### src/rtl/kmeans_frame_sequencer.sv
// Frame-level controller for the k-means centroid tracker: latches player count, issues
// tabulate at frame end, waits with timeout for results, publishes centroids and lock flags.
module kmeans_frame_sequencer #(
    parameter int unsigned TIMEOUT_CYCLES  = 64,
    parameter int unsigned CONVERGE_THRESH = 8,
    parameter int unsigned LOCK_FRAMES     = 4
) (
    input  logic             clk_in,
    input  logic             rst_in,
    input  logic             new_frame_in,
    input  logic             frame_done_in,
    input  logic [1:0]       num_players_in,
    input  logic             km_valid_in,
    input  logic [3:0][10:0] km_x_in,
    input  logic [3:0][9:0]  km_y_in,
    output logic             tabulate_out,
    output logic [1:0]       km_num_players_out,
    output logic             km_rst_out,
    output logic [3:0][10:0] x_out,
    output logic [3:0][9:0]  y_out,
    output logic             valid_out,
    output logic [3:0]       locked_out,
    output logic             timeout_err_out,
    output logic             frame_skip_out
);
    typedef enum logic [2:0] {
        ST_IDLE   = 3'd0,
        ST_RUN    = 3'd1,
        ST_TAB    = 3'd2,
        ST_WAIT   = 3'd3,
        ST_UPDATE = 3'd4
    } state_e;

    localparam logic [15:0] WAIT_LAST = 16'(TIMEOUT_CYCLES - 32'd1);
    localparam logic [11:0] THRESH    = 12'(CONVERGE_THRESH);
    localparam logic [3:0]  LOCK_N    = 4'(LOCK_FRAMES);

    function automatic logic [11:0] manhattan(input logic [10:0] ax, input logic [10:0] bx,
                                              input logic [9:0] ay, input logic [9:0] by);
        logic [10:0] dx;
        logic [9:0]  dy;
        dx = (ax >= bx) ? (ax - bx) : (bx - ax);
        dy = (ay >= by) ? (ay - by) : (by - ay);
        return {1'b0, dx} + {2'b00, dy};
    endfunction

    state_e           state_q, state_d;
    logic             tabulate_q, tabulate_d;
    logic [1:0]       np_q, np_d;
    logic             km_rst_q, km_rst_d;
    logic [3:0][10:0] x_q, x_d, cap_x_q, cap_x_d;
    logic [3:0][9:0]  y_q, y_d, cap_y_q, cap_y_d;
    logic             valid_q, valid_d;
    logic [3:0]       locked_q, locked_d;
    logic             timeout_q, timeout_d;
    logic             skip_q, skip_d;
    logic [15:0]      wait_cnt_q, wait_cnt_d;
    logic [3:0][3:0]  stable_q, stable_d;
    logic [3:0][11:0] dist_s;

    // Movement of each captured centroid relative to the currently published one
    always_comb begin
        for (int i = 0; i < 4; i++) begin
            dist_s[i] = manhattan(cap_x_q[i], x_q[i], cap_y_q[i], y_q[i]);
        end
    end

    // Next-state and next-output computation
    always_comb begin
        state_d    = state_q;
        tabulate_d = 1'b0;
        np_d       = np_q;
        km_rst_d   = 1'b0;
        x_d        = x_q;
        y_d        = y_q;
        cap_x_d    = cap_x_q;
        cap_y_d    = cap_y_q;
        valid_d    = 1'b0;
        locked_d   = locked_q;
        timeout_d  = timeout_q;
        skip_d     = 1'b0;
        wait_cnt_d = wait_cnt_q;
        stable_d   = stable_q;
        case (state_q)
            ST_IDLE: begin
                if (new_frame_in) begin
                    state_d = ST_RUN;
                    np_d    = num_players_in;
                    if (num_players_in != np_q) begin
                        km_rst_d = 1'b1;
                        stable_d = '0;
                        locked_d = 4'b0000;
                    end else begin
                        km_rst_d = 1'b0;
                    end
                end else begin
                    state_d = ST_IDLE;
                end
            end
            ST_RUN: begin
                if (frame_done_in) begin
                    state_d    = ST_TAB;
                    tabulate_d = 1'b1;
                end else if (new_frame_in) begin
                    skip_d = 1'b1;
                end else begin
                    state_d = ST_RUN;
                end
            end
            ST_TAB: begin
                wait_cnt_d = 16'd0;
                state_d    = ST_WAIT;
                skip_d     = new_frame_in;
            end
            ST_WAIT: begin
                wait_cnt_d = wait_cnt_q + 16'd1;
                skip_d     = new_frame_in;
                // A result arriving on the expiry cycle still wins over the timeout
                if (km_valid_in) begin
                    cap_x_d = km_x_in;
                    cap_y_d = km_y_in;
                    state_d = ST_UPDATE;
                end else if (wait_cnt_q == WAIT_LAST) begin
                    timeout_d = 1'b1;
                    state_d   = ST_IDLE;
                end else begin
                    state_d = ST_WAIT;
                end
            end
            ST_UPDATE: begin
                skip_d = new_frame_in;
                for (int i = 0; i < 4; i++) begin
                    if (2'(i) <= np_q) begin
                        x_d[i] = cap_x_q[i];
                        y_d[i] = cap_y_q[i];
                        if (dist_s[i] <= THRESH) begin
                            stable_d[i] = (stable_q[i] >= LOCK_N) ? LOCK_N : (stable_q[i] + 4'd1);
                        end else begin
                            stable_d[i] = 4'd0;
                        end
                        locked_d[i] = (stable_d[i] >= LOCK_N);
                    end else begin
                        x_d[i]      = 11'd0;
                        y_d[i]      = 10'd0;
                        stable_d[i] = 4'd0;
                        locked_d[i] = 1'b0;
                    end
                end
                valid_d   = 1'b1;
                timeout_d = 1'b0;
                state_d   = ST_IDLE;
            end
            default: begin
                state_d = ST_IDLE;
            end
        endcase
    end

    // State and output registers with synchronous reset
    always_ff @(posedge clk_in) begin
        if (rst_in) begin
            state_q    <= ST_IDLE;
            tabulate_q <= 1'b0;
            np_q       <= 2'd0;
            km_rst_q   <= 1'b0;
            x_q        <= '0;
            y_q        <= '0;
            cap_x_q    <= '0;
            cap_y_q    <= '0;
            valid_q    <= 1'b0;
            locked_q   <= 4'b0000;
            timeout_q  <= 1'b0;
            skip_q     <= 1'b0;
            wait_cnt_q <= 16'd0;
            stable_q   <= '0;
        end else begin
            state_q    <= state_d;
            tabulate_q <= tabulate_d;
            np_q       <= np_d;
            km_rst_q   <= km_rst_d;
            x_q        <= x_d;
            y_q        <= y_d;
            cap_x_q    <= cap_x_d;
            cap_y_q    <= cap_y_d;
            valid_q    <= valid_d;
            locked_q   <= locked_d;
            timeout_q  <= timeout_d;
            skip_q     <= skip_d;
            wait_cnt_q <= wait_cnt_d;
            stable_q   <= stable_d;
        end
    end

    assign tabulate_out       = tabulate_q;
    assign km_num_players_out = np_q;
    assign km_rst_out         = km_rst_q;
    assign x_out              = x_q;
    assign y_out              = y_q;
    assign valid_out          = valid_q;
    assign locked_out         = locked_q;
    assign timeout_err_out    = timeout_q;
    assign frame_skip_out     = skip_q;

endmodule

### config.mk
export PLATFORM = sky130hd
export DESIGN_NAME = kmeans_frame_sequencer
export DESIGN_NICKNAME = d
export VERILOG_FILES = /design/src/rtl/kmeans_frame_sequencer.sv
export SDC_FILE = /design/constraint.sdc
export NUM_CORES = 1
export LEC_CHECK = 0
export BUFFER_PORTS_ARGS = -buffer_cell sky130_fd_sc_hd__clkbuf_2
export CORE_MARGIN = 8
export CORE_UTILIZATION = 50
export CTS_CLUSTER_DIAMETER = 30
export DETAILED_ROUTE_END_ITERATION = 6
export HOLD_SLACK_MARGIN = 0.02
export PLACE_DENSITY_LB_ADDON = 0.25
export RECOVER_POWER = 25
export SETUP_SLACK_MARGIN = 0.15
export SLEW_MARGIN = 20
export SYNTH_ARGS = -nofsm -noshare
export SYNTH_HDL_FRONTEND = slang
export SYNTH_SLANG_ARGS = --single-unit
### constraint.sdc
create_clock -name clk_in -period 6.3 [get_ports clk_in]
set_clock_uncertainty 0.1 [all_clocks]
set_input_delay 1.26 -clock clk_in [delete_from_list [all_inputs] [get_ports clk_in]]
set_output_delay 1.26 -clock clk_in [all_outputs]
set_load 0.03 [all_outputs]
==> impl_metrics.ini <==
[sta]
fin_tns_setup_ns = 0
slew_headroom_pct = -139.0
tightest_slew_ns = 3.585
period_share_pct = 85.31
setup_viol = 0
layout_min_cycle_time_ns = 5.375
hold_viol_final = 0
report.final.slew_viol_count = 135
clock.fmax_mhz = 186.1
rsz0062_at_grt = false

[setup_path]
cp-end-kind = register
worstSetupPathType = register to register
crit_fanout = 10
required_ns = 6.70
cp.arrival_ns = 5.77
start_kind = register

[floorplan]
die_x_um = 193.9
die_h_um = 193.9
start_util_pct = 50.40
coreArea_um2 = 31390
num_io_pins = 186
rows = 65
dieArea_um2 = 37590

[logic_synthesis]
ys_types = 73
synth_cells = 1975
synth_area_leaders = dfxtp_1 (27%), ha_1 (16%), a21oi_1 (7.0%)
synth_area_um2 = 15820
synth_top_cell_by_area = dfxtp_1
yosys_warnings = 0
synth_top_area_share_pct = 27.08
synth_nets = 2291
synth_edf_count = 0
synthFlopType = dfxtp_1
synthArstFlopShare_pct = 0
synth_seq_cells = 214
avgSynthCellArea_um2 = 8.011
synthTopCellsByCount = nand2_1 (286), inv_1 (223), a21oi_1 (221)
yosysMostFrequentCell = nand2_1
seq_area_frac_synth_pct = 27.08

[clock_tree]
cts_root_buffer = clkbuf_16
numCtsBuffers = 51
cts_setup_buffers = 0
clock_path_buffers = 3
cts_sinks = 214
cts_tree = built
post_cts_resized = 0
clk_pin_slew_ns = 0.05
cts-htree-levels = 2
cts_hold_buf = 0
clk_latency_ns = 0.57

[finish]
nets = 2467
area_growth_pct = 18.70
antenna_cells = 0
stdcell_count = 2594
fill_cells = 2854
drive_gt1_share_pct = 15.42

[grt]
grt_max_degree = 85
grt_usage_pct = 21.85
grt_antenna_before_repair = 0
grt_overflow = 0
grt_pass1_wl_um = 69940
grt_pass1_vias = 14480

[place]
place_inst = 2500
dpl.hpwl_um = 30680
port_buffers = 185
place_congestion = 0.9092

[pwr]
ir_drop_uv = 200.9
swShare_pct = 23.65
internal-power_mw = 3.202
seqPwrFrac_pct = 32.9
switchingPower_mw = 0.9919
p_leak_nw = 8.307
p_comb_share_pct = 6.3
clkPwrFrac_pct = 60.8
p_per_area_nw_per_um2 = 223.3

[detailed_routing]
ant_nets = 0
drtIter0Drc = 596
firstDrtPassIters = 5
drc = 0
routed-wl-met2_um = 19900
vias = 14300
top_layer_used = met4
totalWireLength_um = 42150
wl_per_cell_um = 16.25
wl_met3_um = 2353
vias_per_cell = 5.514
wl_met1_um = 18850

[status]
violations = max-capacitance violations, max-slew violations
status = finished, violations left

[job]
maxCapViolations = 2

[worst_hold_path]
hp-class = register to register
## power by group through the flow
stage	clock, mW	combinational [mW]	sequential (mW)
after CTS	2.60	0.266	1.38
after floorplan	0	0.177	1.40
final	2.55	0.265	1.38
after detailed placement	0	0.264	1.40
after global routing	2.67	0.296	1.38
after global placement	0	0.261	1.40
## cell families after synthesis
logic type / after synthesis / share of synthesized area (%)
and+or+nand+nor: 552 / 15.67
AOI/OAI and AO/OA: 537 / 22.36
buffers and inverters: 300 / 7.236
adders and majority gates: 225 / 18.74
DFF: 214 / 27.08
xor gates and xnor gates: 77 / 4.263
muxes: 70 / 4.650
## sequential cells by signal, summed over array words and instances (netlist names), 3 cells and up
| name | flops |
|---|---|
| locked_out | 4 |
| wait_cnt_q | 16 |
| x_out | 44 |
| stable_q | 16 |
| y_out | 40 |
| cap_x_q | 44 |
| cap_y_q | 40 |
| state_q | 3 |
## per-layer routing
| layer | GRT usage (%) | up-vias |
|---|---|---|
| li1 | - | 7200 |
| met1 | 26.13 | 6692 |
| met2 | 37.97 | 334 |
| met3 | 5.536 | 78 |
| met4 | 6.902 | 0 |
| met5 | 0 | - |
## cells in the final DEF, fill, tap and decap left out, types with 10 or more instances in the layout
cell       synthesis  layout
inv_1            223     223
clkbuf_2           0     184
nand4_1           14      14
a22o_1            67      67
nand3_1           19      18
clkbuf_16          0      52
a21o_1            48      48
o21ai_0           58      58
o21bai_1          16      16
dfxtp_1          214     214
nor4_1            16      16
o21a_1            18      18
and2_1            13      12
nor2b_1           15      15
ha_1             205     205
nor2_1            95      94
clkinv_2           0      13
xor2_1            27      27
and3_1            17      16
fa_1              20      20
mux2_2            24      24
a211oi_1          12      12
clkbuf_1          58      10
xnor2_1           50      50
a21oi_1          221     221
buf_4              0      12
nand2_1          286     286
mux2i_1           45      45
nor3_1            34      32
## path summary, 6_finish.rpt
check	from	endpoint	slack (ns)	cells after the start
setup / recovery	y_out[1]	locked_out[0]	0.93	18
setup reg to reg	y_out[1]	locked_out[0]	0.93	18
hold reg to reg	locked_out[3]	locked_out[3]	0.35	2
hold / removal	locked_out[3]	locked_out[3]	0.35	2
## through the flow
stage | setup slack, ns | total power [mW] | cell area [um^2] | util (%) | hold WS, ns
2_1_floorplan | 1.139 | 1.580 | 15820 | - | 0.3291
3_3_place_gp | 1.103 | 1.664 | 17090 | 54.45 | 0.3384
3_5_place_dp | 0.9373 | 1.668 | 17090 | 54.45 | 0.3441
4_1_cts | 0.9053 | 4.247 | 18800 | 59.87 | 0.3557
5_1_grt | 0.4985 | 4.342 | 18780 | 59.82 | 0.3947
6_report | 0.9255 | 4.194 | 18780 | 59.82 | 0.3478
## critical path: stages (launching register included)
cell       delay (ns)
dfxtp_1          0.43
inv_1            0.11
fa_1             0.45
a21o_1           0.20
a2111oi_2        0.36
o21ai_1          0.16
a21oi_4          0.37
mux2_2           0.39
or2_2            0.30
or4_1            0.49
and3_1           0.16
ha_1             0.29
nor4_1           0.27
nand4_1          0.12
nor3_1           0.36
nand3_1          0.15
o221a_2          0.26
o211ai_1         0.17
a32o_1           0.17
## final cells by class
cell class	instances	area [um^2]	area share, %
inverter	223	837.1	4.457
multi-input combinational	1461	10430	55.52
tap	402	503.0	2.678
clock inverter	27	255.2	1.359
clock buffer	67	1448	7.708
timing repair buffer	200	1026	5.463
sequential	214	4284	22.81
Note: power is estimated with default switching activity, not from simulation.
